**src/rtl/trigger_crossbar_matrix.sv**
```systemverilog
// NUM_IN x NUM_OUT trigger routing matrix. Each output picks any synchronised input and
// forwards it as a level or as a stretched edge pulse, with optional inversion.
module trigger_crossbar_matrix #(
  parameter int NUM_IN      = 12,
  parameter int NUM_OUT     = 12,
  parameter int SYNC_STAGES = 2,
  parameter int LEN_WIDTH   = 16
) (
  input  logic               clk,
  input  logic               rst,
  input  logic [NUM_IN-1:0]  trig_in,
  output logic [NUM_OUT-1:0] trig_out,
  input  logic               cfg_wr_en,
  input  logic               cfg_rd_en,
  input  logic [7:0]         cfg_addr,
  input  logic [31:0]        cfg_wdata,
  output logic [31:0]        cfg_rdata,
  output logic               cfg_rd_valid
);

  localparam logic [31:0] CFG_MASK = 32'h0000_07FF | (((32'd1 << LEN_WIDTH) - 32'd1) << 16);

  logic [NUM_IN-1:0]    sync_p0 [SYNC_STAGES];
  logic [NUM_IN-1:0]    s, s_d, rise, fall;
  logic [7:0]           sel_cfg  [NUM_OUT];
  logic                 inv_cfg  [NUM_OUT];
  logic [1:0]           mode_cfg [NUM_OUT];
  logic [LEN_WIDTH-1:0] len_cfg  [NUM_OUT];
  logic [LEN_WIDTH-1:0] cnt      [NUM_OUT];
  logic [LEN_WIDTH-1:0] cnt_nxt  [NUM_OUT];
  logic [NUM_OUT-1:0]   src, edge_sel, wr_hit, out_nxt;
  logic [31:0]          rd_word;
  logic                 cfg_unused;

  // Reserved and out-of-range write bits are deliberately dropped.
  assign cfg_unused = ^(cfg_wdata & ~CFG_MASK);

  function automatic logic [31:0] pack_cfg(input logic [7:0] sel, input logic inv,
                                           input logic [1:0] mode, input logic [LEN_WIDTH-1:0] len);
    logic [31:0] w;
    w                 = '0;
    w[7:0]            = sel;
    w[8]              = inv;
    w[10:9]           = mode;
    w[16 +: LEN_WIDTH] = len;
    return w;
  endfunction

  // A zero length still yields a one-cycle pulse, so the reload saturates at zero.
  function automatic logic [LEN_WIDTH-1:0] reload_len(input logic [LEN_WIDTH-1:0] len);
    return (len == '0) ? '0 : len - LEN_WIDTH'(1);
  endfunction

  // Stage p0: input synchroniser and one-cycle edge history
  always_ff @(posedge clk or posedge rst) begin
    if (rst) begin
      for (int k = 0; k < SYNC_STAGES; k++) sync_p0[k] <= '0;
      s_d <= '0;
    end else begin
      sync_p0[0] <= trig_in;
      for (int k = 1; k < SYNC_STAGES; k++) sync_p0[k] <= sync_p0[k-1];
      s_d <= s;
    end
  end

  assign s    = sync_p0[SYNC_STAGES-1];
  assign rise = s & ~s_d;
  assign fall = ~s & s_d;

  always_comb begin
    src      = '0;
    edge_sel = '0;
    wr_hit   = '0;
    for (int j = 0; j < NUM_OUT; j++) begin
      // Out-of-range selects match no input and leave source and edges at zero.
      for (int i = 0; i < NUM_IN; i++) begin
        if (sel_cfg[j] == 8'(i)) begin
          src[j]      = s[i];
          edge_sel[j] = mode_cfg[j][0] ? fall[i] : rise[i];
        end
      end
      wr_hit[j] = cfg_wr_en && (cfg_addr == 8'(j));
    end
  end

  always_comb begin
    out_nxt = '0;
    for (int j = 0; j < NUM_OUT; j++) begin
      cnt_nxt[j] = cnt[j];
      unique case (mode_cfg[j])
        2'd0: out_nxt[j] = 1'b0;
        2'd1: out_nxt[j] = src[j] ^ inv_cfg[j];
        default: begin
          out_nxt[j] = (edge_sel[j] | (cnt[j] != '0)) ^ inv_cfg[j];
          if (edge_sel[j])         cnt_nxt[j] = reload_len(len_cfg[j]);
          else if (cnt[j] != '0)   cnt_nxt[j] = cnt[j] - LEN_WIDTH'(1);
        end
      endcase
      if (wr_hit[j]) cnt_nxt[j] = '0;
    end
  end

  // Stage p1: per-channel configuration, stretch counters and output flops
  always_ff @(posedge clk or posedge rst) begin
    if (rst) begin
      for (int j = 0; j < NUM_OUT; j++) begin
        sel_cfg[j]  <= 8'(j % NUM_IN);
        inv_cfg[j]  <= 1'b0;
        mode_cfg[j] <= 2'd1;
        len_cfg[j]  <= LEN_WIDTH'(1);
        cnt[j]      <= '0;
      end
      trig_out <= '0;
    end else begin
      for (int j = 0; j < NUM_OUT; j++) begin
        cnt[j] <= cnt_nxt[j];
        if (wr_hit[j]) begin
          sel_cfg[j]  <= cfg_wdata[7:0];
          inv_cfg[j]  <= cfg_wdata[8];
          mode_cfg[j] <= cfg_wdata[10:9];
          len_cfg[j]  <= cfg_wdata[16 +: LEN_WIDTH];
        end
      end
      trig_out <= out_nxt;
    end
  end

  always_comb begin
    rd_word = '0;
    for (int j = 0; j < NUM_OUT; j++) begin
      if (cfg_addr == 8'(j)) rd_word = pack_cfg(sel_cfg[j], inv_cfg[j], mode_cfg[j], len_cfg[j]);
    end
  end

  // Readback samples the pre-write configuration when read and write coincide.
  always_ff @(posedge clk or posedge rst) begin
    if (rst) begin
      cfg_rdata    <= '0;
      cfg_rd_valid <= 1'b0;
    end else begin
      cfg_rd_valid <= cfg_rd_en;
      if (cfg_rd_en) cfg_rdata <= rd_word;
    end
  end

endmodule

```
**config.mk**
```make
export PLATFORM = sky130hd
export DESIGN_NAME = trigger_crossbar_matrix
export DESIGN_NICKNAME = d
export VERILOG_FILES = /design/src/rtl/trigger_crossbar_matrix.sv
export SDC_FILE = /design/constraint.sdc
export NUM_CORES = 2
export LEC_CHECK = 0
export CAP_MARGIN = 30
export CORE_MARGIN = 1.5
export CORE_UTILIZATION = 40
export CTS_CLUSTER_DIAMETER = 100
export DETAILED_ROUTE_END_ITERATION = 10
export PLACE_DENSITY_LB_ADDON = 0.25
export SLEW_MARGIN = 15
export SYNTH_ARGS = -nofsm -noshare
export SYNTH_HDL_FRONTEND = slang
export SYNTH_SLANG_ARGS = --single-unit
export TNS_END_PERCENT = 5
```
**constraint.sdc**
```tcl
create_clock -name clk -period 22 [get_ports clk]
set_input_delay 5.5 -clock clk [delete_from_list [all_inputs] [get_ports clk]]
set_output_delay 5.5 -clock clk [all_outputs]
set_load 0.05 [all_outputs]
```
==> flow_summary.yaml <==
setup_path:
  worstRegToRegCells: 8
  cp_data_required_time_ns: 22.47
  worst-path-buf-inv: 1
  cp-end-kind: "flop"
  r2r-end: "cnt[96]"
  path_common_cell: "o21ai_0"
  critPathLaunchType: "input pin"
  timing.rr.start: "s[0]"
  critical_path.max_fanout: 22
  ff2ff_setup_slack_ns: 17.53
  critPathKind: "input pin to flop"
  max_stage_delay_ns: 0.87
  cp_top_family: "simple AND/OR/NAND/NOR gates"
  cp_slowest_cell: "nand3_1"
  cp.arrival_ns: 9.90
  path_cells: "clkdlybuf4s50_1, or4_1, nor3_1, nand3_1, o21ai_0, o21ai_0, a221oi_1, a211oi_1"
clock_network:
  insertion_delay_ns: 0.64
  cts_tree: "yes"
  cts_buffer_depth: 3
  clkSlewWorstSetupHoldPaths_ns: 0.06
  htreeDepth: 3
  cts-root-buf: "clkbuf_16"
  cts_hold_buf: 0
  cts_buffers: 72
  cts_setup_buffers: 0
  cts_sinks: 592
  cts_resized: 0
finish:
  seq_area_um2: 14870
  final_cells: 5843
  area_growth_pct: 11.85
  final_cell_mix: "nand2_1 (1072), dfrtp_1 (548), nor2_1 (306)"
  multi_input_area_um2: 21590
  layout_commonest_cell: "nand2_1"
  final.fill_count: 9360
  nets: 4614
  layout-drive-gt1-share_pct: 9.307
timing:
  tightest_slew_ns: 1.084
  drv_slew: 0
  skew_ns: 0.02207
  rsz0062_at_grt: "false"
  fin_crit_sh_pct: 42.87
  setup-violations-final: 0
  max_freq_ghz: 0.1060
  hold_ws_ns: 0.3454
  slew_headroom_pct: 27.53
  hold_viol: 0
  tns_ns: 0
  period_minus_slack_ns: 9.432
yosys:
  synthArstFlopShare_pct: 100.0
  ys_types: 104
  netlist_area_um2: 38090
  yosys_warnings: 0
  ys_seq_elements: 592
  ys_seq_area_share_pct: 39.04
  synthFlopType: "dfrtp_1"
  syn_area_per_cell_um2: 8.270
  synthCells: 4606
  synth-edff-count: 0
routing:
  dr.first_iter.drc_count: 4457
  drc: 0
  vias: 35662
  ant_nets: 0
  routed_wl_um: 133700
  vias_per_cell: 6.103
  dr.pass1.iters: 7
  wire_per_inst_um: 22.88
min_path:
  hold_start: "sync_p0[21]"
  hold_path_class: "flop to flop"
  hold_depth: 0
  hold_path_end: "s[9]"
floorplan:
  initial_core_util_pct: 40.21
  coreArea_um2: 94730
  die_y_um: 311.6
  dieArea_um2: 97090
  rows: 113
  die_x_um: 311.6
  io_pins: 101
pwr:
  power_density_nw_per_um2: 84.79
  p_total_w: 0.003613
  peakVddDrop_mv: 0.05215
  leakagePower_nw: 18.34
global_routing:
  grt-ovfl-total: 0
  grt_pass1_wl_um: 206200
  grt_start_max_net_pins: 157
  antenna_found_initial: 4
  grt_pass1_vias: 32747
  grt_usage_pct: 27.21
place:
  dp_hpwl_um: 93550
  dp_cells: 5706
  numPortBuffers: 90
  place_congestion: 0.9589
run_status:
  status: "completed"
run:
  maxCapViolCount: 0
worst max path at each step:
stage / from / endpoint / depth (start not counted)
4_1_cts: cfg_addr[4] / cfg_rdata[28] / 8
3_3_place_gp: cfg_addr[4] / cnt[114] / 8
2_1_floorplan: rst / cfg_rd_valid / 1
6_report: cfg_addr[4] / cfg_rdata[28] / 8
3_5_place_dp: cfg_addr[4] / cnt[122] / 7
5_1_grt: cfg_addr[4] / cfg_rdata[28] / 8
layer usage:
metal / global-route usage [%] / part of all wire [%] / vias up
li1: - / - / 16374
met1: 40.27 / 44 / 17369
met2: 39.01 / 42 / 1644
met3: 4.313 / 8.9 / 271
met4: 11.80 / 4.5 / 4
met5: 0 / 0.024 / -
through the flow:
step                      worst slack [ns]  util (%)  area (um2)
after CTS                            12.77     44.91       42540
after global placement               11.96     42.11       39890
after global routing                 12.35     44.98       42600
after detailed placement             12.09     42.23       40000
final                                12.57     44.98       42610
after floorplan                   0.004743         -       38110
Yosys cell counts (all sizes together) (25+ instances only):
cell | number | area [um2]
nor2b | 52 | 325.3
a22oi | 74 | 555.5
a21oi | 157 | 789.5
o21ai | 254 | 1275
o211ai | 39 | 292.8
nand3b | 31 | 232.7
nor3 | 194 | 980.9
a211oi | 31 | 232.7
nand3 | 136 | 680.7
a31oi | 58 | 369.1
xor2 | 81 | 709.4
o22ai | 44 | 275.3
dfstp | 44 | 1156
mux4 | 64 | 1441
xnor2 | 96 | 840.8
nand2 | 1072 | 4024
mux2i | 87 | 870.8
and3 | 25 | 156.4
or4 | 47 | 364.1
mux2 | 46 | 518.0
nor2 | 311 | 1177
ha | 36 | 450.4
buf | 50 | 241.5
nor4 | 78 | 506.7
clkbuf | 294 | 1105
dfrtp | 548 | 13710
or3 | 70 | 442.9
inv | 98 | 367.9
nor3b | 31 | 232.7
nand2b | 46 | 287.8
nand4 | 31 | 193.9
sequential cells by signal, indices dropped and copies added (netlist names):
name          count
s_d              12
sync_p0          12
inv_cfg          12
mode_cfg         24
cfg_rdata        27
cnt             192
len_cfg         192
s                12
cfg_rd_valid      1
sel_cfg          96
trig_out         12
power breakdown:
group	leakage (nW)	switching [W]	total, W	internal (W)
Clock	1.25	0.000499	0.00129	0.000787
Sequential	7.47	0.000202	0.00145	0.00125
Combinational	9.62	0.000518	0.000876	0.000358
cell type report:
type	count	area share [%]
clock buffer	102	5.042
clock inverter	27	0.9162
timing repair buffer	182	3.841
antenna	1	0.005873
sequential	592	34.90
inverter	102	0.9162
multi-input combinational	3572	50.67
tap	1265	3.715
worst register-to-register path, stage by stage, from the launching register on:
cell	delay (ns)
dfrtp_1	0.91
nand2b_1	0.45
mux4_2	0.58
a2111o_1	0.43
a21oi_2	0.41
or2_1	0.77
o21ai_2	0.19
or4_1	0.50
a31oi_1	0.17
kinds of logic (layout without fill, tap and decap cells):
group | after synthesis | count (layout) | share of synthesized area (%)
and+or+nand+nor | 2197 | 2197 | 26.70
AOI/OAI and AO/OA | 960 | 960 | 17.03
DFF | 592 | 592 | 39.04
buffers and inverters | 446 | 413 | 4.539
muxes | 197 | 197 | 7.430
xor gates and xnor gates | 177 | 177 | 4.070
adders and majority gates | 36 | 36 | 1.182
other | 1 | 6 | 0.009845
No activity file was read; power rests on OpenSTA's default activity.
